===== src/rtl/aes_block_loader.sv =====
// aes_block_loader: assembles 32-bit key/data words into 128-bit blocks and sequences the AES core
module aes_block_loader #(
    parameter int TIMEOUT_CYCLES = 64
) (
    input  logic         clk,
    input  logic         arst,
    input  logic         s_valid,
    output logic         s_ready,
    input  logic [31:0]  s_data,
    input  logic         s_key,
    input  logic         s_cipher,
    output logic         start,
    output logic [127:0] din,
    output logic [127:0] key_in,
    output logic         cipher,
    input  logic         finish,
    output logic         busy,
    output logic         key_valid,
    output logic         timeout_err
);
    localparam logic [1:0] FILL = 2'd0;
    localparam logic [1:0] FIRE = 2'd1;
    localparam logic [1:0] WAIT = 2'd2;
    localparam int TW = (TIMEOUT_CYCLES > 1) ? $clog2(TIMEOUT_CYCLES) : 1;
    localparam logic [TW-1:0] T_LAST = TW'((TIMEOUT_CYCLES > 0) ? TIMEOUT_CYCLES - 1 : 0);
    logic [1:0]    state_q, state_d;
    logic [95:0]   key_sh_q, key_sh_d;
    logic [95:0]   data_sh_q, data_sh_d;
    logic [1:0]    key_cnt_q, key_cnt_d;
    logic [1:0]    data_cnt_q, data_cnt_d;
    logic [127:0]  key_in_q, key_in_d;
    logic [127:0]  din_q, din_d;
    logic          cipher_q, cipher_d;
    logic          key_valid_q, key_valid_d;
    logic          timeout_err_q, timeout_err_d;
    logic [TW-1:0] tcnt_q, tcnt_d;
    logic          acc;
    assign s_ready     = (state_q == FILL) && (s_key || key_valid_q) && !arst;
    assign acc         = s_valid && s_ready;
    assign start       = state_q == FIRE;
    assign busy        = (state_q == FIRE) || (state_q == WAIT);
    assign din         = din_q;
    assign key_in      = key_in_q;
    assign cipher      = cipher_q;
    assign key_valid   = key_valid_q;
    assign timeout_err = timeout_err_q;
    // Word assembly in FILL, one-cycle start in FIRE, finish/timeout wait in WAIT
    always_comb begin
        state_d       = state_q;
        key_sh_d      = key_sh_q;
        data_sh_d     = data_sh_q;
        key_cnt_d     = key_cnt_q;
        data_cnt_d    = data_cnt_q;
        key_in_d      = key_in_q;
        din_d         = din_q;
        cipher_d      = cipher_q;
        key_valid_d   = key_valid_q;
        timeout_err_d = timeout_err_q;
        tcnt_d        = tcnt_q;
        if (state_q == FILL) begin
            if (acc && s_key) begin
                key_sh_d  = {key_sh_q[63:0], s_data};
                key_cnt_d = key_cnt_q + 2'd1;
                if (key_cnt_q == 2'd3) begin
                    key_in_d    = {key_sh_q, s_data};
                    key_valid_d = 1'b1;
                end
            end
            if (acc && !s_key) begin
                data_sh_d  = {data_sh_q[63:0], s_data};
                data_cnt_d = data_cnt_q + 2'd1;
                if (data_cnt_q == 2'd3) begin
                    din_d    = {data_sh_q, s_data};
                    cipher_d = s_cipher;
                    state_d  = FIRE;
                end
            end
        end else if (state_q == FIRE) begin
            state_d = WAIT;
            tcnt_d  = '0;
        end else if (state_q == WAIT) begin
            if (finish) begin
                state_d = FILL;
            end else if (TIMEOUT_CYCLES != 0 && tcnt_q == T_LAST) begin
                timeout_err_d = 1'b1;
                state_d       = FILL;
            end else if (tcnt_q != {TW{1'b1}}) begin
                tcnt_d = tcnt_q + 1'b1;
            end
        end else begin
            state_d = FILL;
        end
    end
    // State registers with synchronous clear of everything, including partial shadows
    always_ff @(posedge clk) begin
        if (arst) begin
            state_q       <= FILL;
            key_sh_q      <= '0;
            data_sh_q     <= '0;
            key_cnt_q     <= '0;
            data_cnt_q    <= '0;
            key_in_q      <= '0;
            din_q         <= '0;
            cipher_q      <= 1'b0;
            key_valid_q   <= 1'b0;
            timeout_err_q <= 1'b0;
            tcnt_q        <= '0;
        end else begin
            state_q       <= state_d;
            key_sh_q      <= key_sh_d;
            data_sh_q     <= data_sh_d;
            key_cnt_q     <= key_cnt_d;
            data_cnt_q    <= data_cnt_d;
            key_in_q      <= key_in_d;
            din_q         <= din_d;
            cipher_q      <= cipher_d;
            key_valid_q   <= key_valid_d;
            timeout_err_q <= timeout_err_d;
            tcnt_q        <= tcnt_d;
        end
    end
endmodule

===== config.mk =====
export PLATFORM = sky130hd
export DESIGN_NAME = aes_block_loader
export DESIGN_NICKNAME = d
export VERILOG_FILES = /design/src/rtl/aes_block_loader.sv
export SDC_FILE = /design/constraint.sdc
export NUM_CORES = 1
export LEC_CHECK = 0
export CORE_MARGIN = 1
export CORE_UTILIZATION = 55
export CTS_BUF_LIST = sky130_fd_sc_hd__clkbuf_4 sky130_fd_sc_hd__clkbuf_8
export DETAILED_ROUTE_END_ITERATION = 10
export PLACE_DENSITY = 0.86
export RECOVER_POWER = 50
export SKIP_LAST_GASP = 1
export SYNTH_ARGS = -nofsm -noshare
export SYNTH_HDL_FRONTEND = slang
export SYNTH_SLANG_ARGS = --single-unit

===== constraint.sdc =====
create_clock -name clk -period 2.7 [get_ports clk]
set_clock_uncertainty 0.05 [all_clocks]
set_input_delay 0.675 -clock clk [delete_from_list [all_inputs] [get_ports clk]]
set_output_delay 0.675 -clock clk [all_outputs]
set_load 0.01 [all_outputs]

==> results of run 1 <==
-- report_power, final --
part | leakage (nW) | total [mW] | internal [mW] | switching [mW]
Sequential | 3.73 | 6.87 | 6.85 | 0.0202
Clock | 0.821 | 6.18 | 3.50 | 2.67
Combinational | 2.36 | 0.307 | 0.0868 | 0.220
Total | 6.91 | 13.4 | 10.4 | 2.91
-- worst max-delay path by stage --
stage,from,endpoint,slack [ns],depth (start not counted)
floorplan,arst,s_ready,0.47,4
global placement,s_key,s_ready,0.06,4
detailed placement,s_key,din[10]$_SDFFE_PP0P_,0.03,8
CTS,state_q[1]$_SDFFE_PP0P_,start,0.01,3
global route,state_q[1]$_SDFFE_PP0P_,start,0.02,3
finish,state_q[1]$_SDFFE_PP0P_,start,0.1,3
-- stage by stage --
step / cells / utilization (%) / total power [mW] / instance area, um^2
4_1_cts: 2738 / 73.1 / 13.4 / 21000
3_3_place_gp: 2611 / 67.7 / 7.33 / 19400
5_1_grt: 2738 / 72.7 / 13.8 / 20900
3_5_place_dp: 2611 / 67.7 / 7.33 / 19400
6_report: 2738 / 72.7 / 13.4 / 20900
2_1_floorplan: 2041 / - / 7.17 / 16100
-- metal layers --
metal	routed length [um]	GRT usage (%)	share of wire [%]
met2	21900	48.6	48
met5	0	0	0
met4	1810	13.5	3.9
met1	18200	36.7	40
met3	4020	8.44	8.8
-- area by class of cell --
cell class,instances,area [um^2]
flip-flops and latches,463,9270
fillers,2111,7830
multi-input cells,1421,6120
repair buffers,337,3430
clock buffers,115,1450
well taps,384,480
clock inverters,12,109
inverters,6,22.5
-- cells by family after synthesis --
group                    count (synthesis)
AND/OR/NAND/NOR                        941
multiplexers                             1
buffers and inverters                  157
flip-flops                             463
adder cells (fa/ha/maj)                  6
AO/OA/AOI/OAI                          471
XOR/XNOR                                 2
-- placed cells by master, fill, tap and decap left out, drive strengths merged, types with 2 or more instances in the layout --
cell type      instances
nand2                908
dfxtp                463
a21oi                459
clkdlybuf4s50        274
clkbuf               127
buf                   27
dlygate4sd3           22
nor2                  10
inv                    9
nand3                  7
ha                     6
nor3                   5
clkinv                 5
a31oi                  3
clkinvlp               3
a41oi                  2
xnor2                  2
dlygate4sd2            2
-- worst min-delay path, delay by kind of cell (launching register included) --
family | cells | cell delay [ns]
flip-flops | 1 | 0.31
AO/OA/AOI/OAI | 1 | 0.05
AND/OR/NAND/NOR | 1 | 0.05
-- sequential cells by signal, summed over array words and instances (netlist names) --
register     flops
timeout_err      1
tcnt_q           6
data_cnt_q       2
key_valid        1
data_sh_q       96
din            128
key_sh_q        96
key_in         128
key_cnt_q        2
cipher           1
state_q          2
-- repair_timing --
action | CTS | global route
gates resized for setup | 3 | 1
hold endpoints to repair | 0 | 0
setup endpoints to repair | 2 | 1
==> impl_metrics.tcl, run 1 <==
set metrics [dict create \
    diodes 0 \
    start_util_pct 56.0 \
    grt_pass1_vias 13800 \
    antenna_found_initial 0 \
    synth_top_cells_by_count "nand2_1, dfxtp_1, a21oi_1" \
    holdBufCountCts 0 \
    drc 0 \
    fmax_ghz 0.384 \
    hold_depth 2 \
    rsz0062_at_grt "no" \
    port_buffers 299 \
    yosys.area.top_type "dfxtp_1" \
    synth_compound_area_share_pct 14.8 \
    min_period_over_period_pct 96.3 \
    synth_area_leaders "dfxtp_1, nand2_1, a21oi_1" \
    yosys.area_share.xor_xnor_pct 0.109 \
    rr_endpoint "key_sh_q[60]$_SDFFE_PP0P_" \
    postSynthAreaPerCell_um2 7.88 \
    cp_top_family "buffers and inverters" \
    area_delta_synth_final_pct 29.8 \
    status "complete, no violations" \
    worstSetupStartpointType "flip-flop" \
    cts_buffers 72 \
    netlist_area_um2 16100 \
    path_class "reg2out" \
    design.die.area_um2 29900 \
    cts_buffer_depth 3 \
    hp-start "key_sh_q[83]$_SDFFE_PP0P_" \
    fin_crit_ns 2.60 \
    cp.arrival_ns 1.88 \
    syn_inst 2041 \
    rr_startpoint "state_q[0]$_SDFFE_PP0P_" \
    track_usage_pct 29.8 \
    hold_end "key_in[115]$_SDFFE_PP0P_" \
    setup_viol 0 \
    yosysTopAreaCellShare_pct 57.6 \
    first_pass_iters 8 \
    ioPinCount 300 \
    rrSetupSlack_ns 0.15 \
    grt_max_degree 218 \
    grt_overflow 0 \
    wl_per_cell_um 16.8 \
    worst_pin_slew_ns 1.12 \
    fin_tns_setup_ns 0 \
    post-dp-hpwl_um 29900 \
    final_max_slew_viol_count 0 \
    ys_types 36 \
    nets 2345 \
    cp_slowest_cell "clkdlybuf4s50_1" \
    cts_setup_buffers 0 \
    path_clk_slew_ns 0.06 \
    ys.flop_type "dfxtp_1" \
    syn_nets 2085 \
    post-place-ws_ns 0.0325 \
    async_reset_ff_share_pct 0 \
    grt_first_pass_wirelength_um 72100 \
    ys_ff_latch 463 \
    leakage_nw 6.91 \
    synth_edf_count 0 \
    slew_headroom_pct 25.5 \
    drv_cap 0 \
    worstPathCellList "inv_1, ha_2, clkdlybuf4s50_1" \
    yosys.area_share.simple_pct 22.4 \
    die-width_um 173 \
    crit_required_ns 1.98 \
    clock-sinks 463 \
    reg2reg_depth 7 \
    core-area_um2 28700 \
    vias 14900 \
    hold_violations 0 \
    die_h_um 173 \
    drive_gt1_share_pct 7.18 \
    clk_latency_ns 0.59 \
    ant_nets 0 \
    fin_ws_ns 0.0987 \
    muxShareOfSynthArea_pct 0.0622 \
    critical_path_buf_inv_count 2 \
    p_per_area_nw_per_um2 640 \
    path_max_fanout 8 \
    cts_tree "built" \
    synth-seq-area-share_pct 57.6 \
    post_drt_via_cell_ratio 5.42 \
    synth_top_family_by_area "simple AND/OR/NAND/NOR gates" \
    end_kind "output pin" \
    synth_warnings 0 \
    min_path_type "reg2reg" \
    cts_root_buf "clkbuf_8" \
    gp_congestion 0.812 \
    htree_num_levels 3 \
    routed_wl_um 45900 \
    synth.most_common_cell "nand2_1" \
    slowest_delay_ns 0.58 \
    drt_iter0_drc 1475 \
    synthAdderAreaFrac_pct 0.467 \
    holdWs_ns 0.397 \
    num_rows 62 \
    ir_drop_mv 0.418 \
]
Note: power is estimated with default switching activity, not from simulation.
==> run 2, diff against run 1 <==
Settings changed: CORE_UTILIZATION 55 to 47, DONT_BUFFER_PORTS from default to 1, PLACE_DENSITY 0.86 to 0.64.
==> run 2 against run 1 <==
Sequential share of layout area increased by 7.3 points; core utilization decreased by 19 points; register-to-register slack improved by 0.06 ns; global-route usage is 5.3 points lower; count of clock-buffer cells in the layout grew 5; critical path depth up 1; critical endpoint is now s_ready; largest cell class unchanged.
==> impl_metrics.tcl, run 2 (synthesis results as in run 1) <==
set metrics [dict create \
    grt_first_pass_wirelength_um 68700 \
    cts_tree "built" \
    min_period_over_period_pct 93.1 \
    end_kind "output pin" \
    path_clk_slew_ns 0.06 \
    hp-start "arst" \
    port_buffers 0 \
    fin_tns_setup_ns 0 \
    holdWs_ns 0.114 \
    cts_buffer_depth 3 \
    rrSetupSlack_ns 0.21 \
    final_cell_mix "nand2_1, dfxtp_1, a21oi_1, clkbuf_8, clkbuf_4" \
    hold_violations 0 \
    min_path_type "in2reg" \
    vias 13200 \
    routed_wl_um 43800 \
    cp.arrival_ns 1.79 \
    placed_area_um2 16400 \
    rr_endpoint "data_sh_q[46]$_SDFFE_PP0P_" \
    cts_buffers 75 \
    path_class "reg2out" \
    ioPinCount 300 \
    clock-sinks 463 \
    htree_num_levels 3 \
    cts_root_buf "clkbuf_8" \
    post-place-ws_ns 0.509 \
    leakage_nw 5.76 \
    track_usage_pct 24.6 \
    ant_nets 0 \
    holdBufCountCts 0 \
    start_util_pct 47.8 \
    rr_startpoint "state_q[0]$_SDFFE_PP0P_" \
    drv_cap 0 \
    hold_end "key_in[127]$_SDFFE_PP0P_" \
    cp_slowest_cell "dfxtp_1" \
    grt_pass1_vias 12500 \
    reg2reg_depth 7 \
    path_max_fanout 7 \
    design.die.area_um2 35000 \
    drive_gt1_share_pct 8.28 \
    fin_area_um2 17900 \
    worstSetupStartpointType "flip-flop" \
    worst_pin_slew_ns 1.14 \
    setup_viol 0 \
    num_rows 67 \
    diodes 0 \
    fin_crit_ns 2.51 \
    die_h_um 187 \
    drc 0 \
    post_drt_via_cell_ratio 5.28 \
    critPathMostFrequentCell "inv_1" \
    drt_iter0_drc 987 \
    hold_depth 1 \
    nets 2041 \
    critical_path_buf_inv_count 2 \
    layout_commonest_cell "nand2_1" \
    final_max_slew_viol_count 0 \
    crit_required_ns 1.98 \
    p_per_area_nw_per_um2 740 \
    fin_ws_ns 0.185 \
    wl_per_cell_um 17.5 \
    first_pass_iters 5 \
    ir_drop_mv 0.500 \
    rsz0062_at_grt "no" \
    gp_congestion 0.782 \
    worstPathCellList "inv_1, ha_2, inv_1, nor3_4" \
    core-area_um2 33600 \
    slowest_delay_ns 0.33 \
    grt_max_degree 469 \
    slew_headroom_pct 24.1 \
    grt_overflow 0 \
    fmax_ghz 0.398 \
    antenna_found_initial 0 \
    status "complete, no violations" \
    post-dp-hpwl_um 28300 \
    cp_top_family "flip-flops" \
    die-width_um 187 \
    clk_latency_ns 0.61 \
    area_delta_synth_final_pct 11.4 \
]
-- run 2: per-stage QoR --
step | instances | util, % | power [mW]
3_5_place_dp | 2368 | 48.7 | 7.11
2_1_floorplan | 2041 | - | 7.17
6_report | 2502 | 53.3 | 13.3
3_3_place_gp | 2368 | 48.7 | 7.10
5_1_grt | 2502 | 53.3 | 13.7
4_1_cts | 2502 | 53.5 | 13.4
-- run 2: routing by layer --
layer | share of wire [%] | wire [um] | track usage [%] | up-vias
met2 | 45 | 19900 | 38.2 | 405
met3 | 9.5 | 4170 | 9.08 | 85
met4 | 3.0 | 1320 | 9.90 | 0
met5 | 0 | 0 | 0 | -
met1 | 42 | 18400 | 30.8 | 6232
li1 | - | - | - | 6489
-- run 2: what timing repair did --
action | 4_1_cts | 5_1_grt
endpoints found under the setup margin | 1 | 1
buffers inserted | 0 | 0
gates resized for setup | 2 | 1
hold endpoints to repair | 0 | 0
-- run 2: area by class of cell --
class | instances | area, um^2
clock buffer | 120 | 1510
inverter | 6 | 22.5
tap | 448 | 561
fill | 3228 | 15700
timing repair buffer | 30 | 315
clock inverter | 14 | 85.1
multi-input combinational | 1421 | 6150
sequential | 463 | 9270
-- run 2: where the power goes --
group / total [mW] / internal (mW) / switching, mW
clock: 6.30 / 3.56 / 2.74
sequential: 6.87 / 6.85 / 0.0197
combinational: 0.0803 / 0.0261 / 0.0542
-- run 2: how the worst max path moves through the flow --
stage	end	depth (start not counted)	start
floorplan	s_ready	4	arst
global placement	din[99]$_SDFFE_PP0P_	7	arst
detailed placement	s_ready	4	state_q[0]$_SDFFE_PP0P_
CTS	s_ready	4	state_q[0]$_SDFFE_PP0P_
global route	key_sh_q[41]$_SDFFE_PP0P_	7	state_q[1]$_SDFFE_PP0P_
finish	s_ready	4	state_q[0]$_SDFFE_PP0P_
-- run 2: worst reg2reg max path, stage by stage (launching register included) --
cell and delay [ns]:
dfxtp_1 0.33, inv_1 0.11, ha_2 0.27, inv_1 0.18
nor2_4 0.14, clkbuf_4 0.74, nand2_1 0.41, a21oi_1 0.19
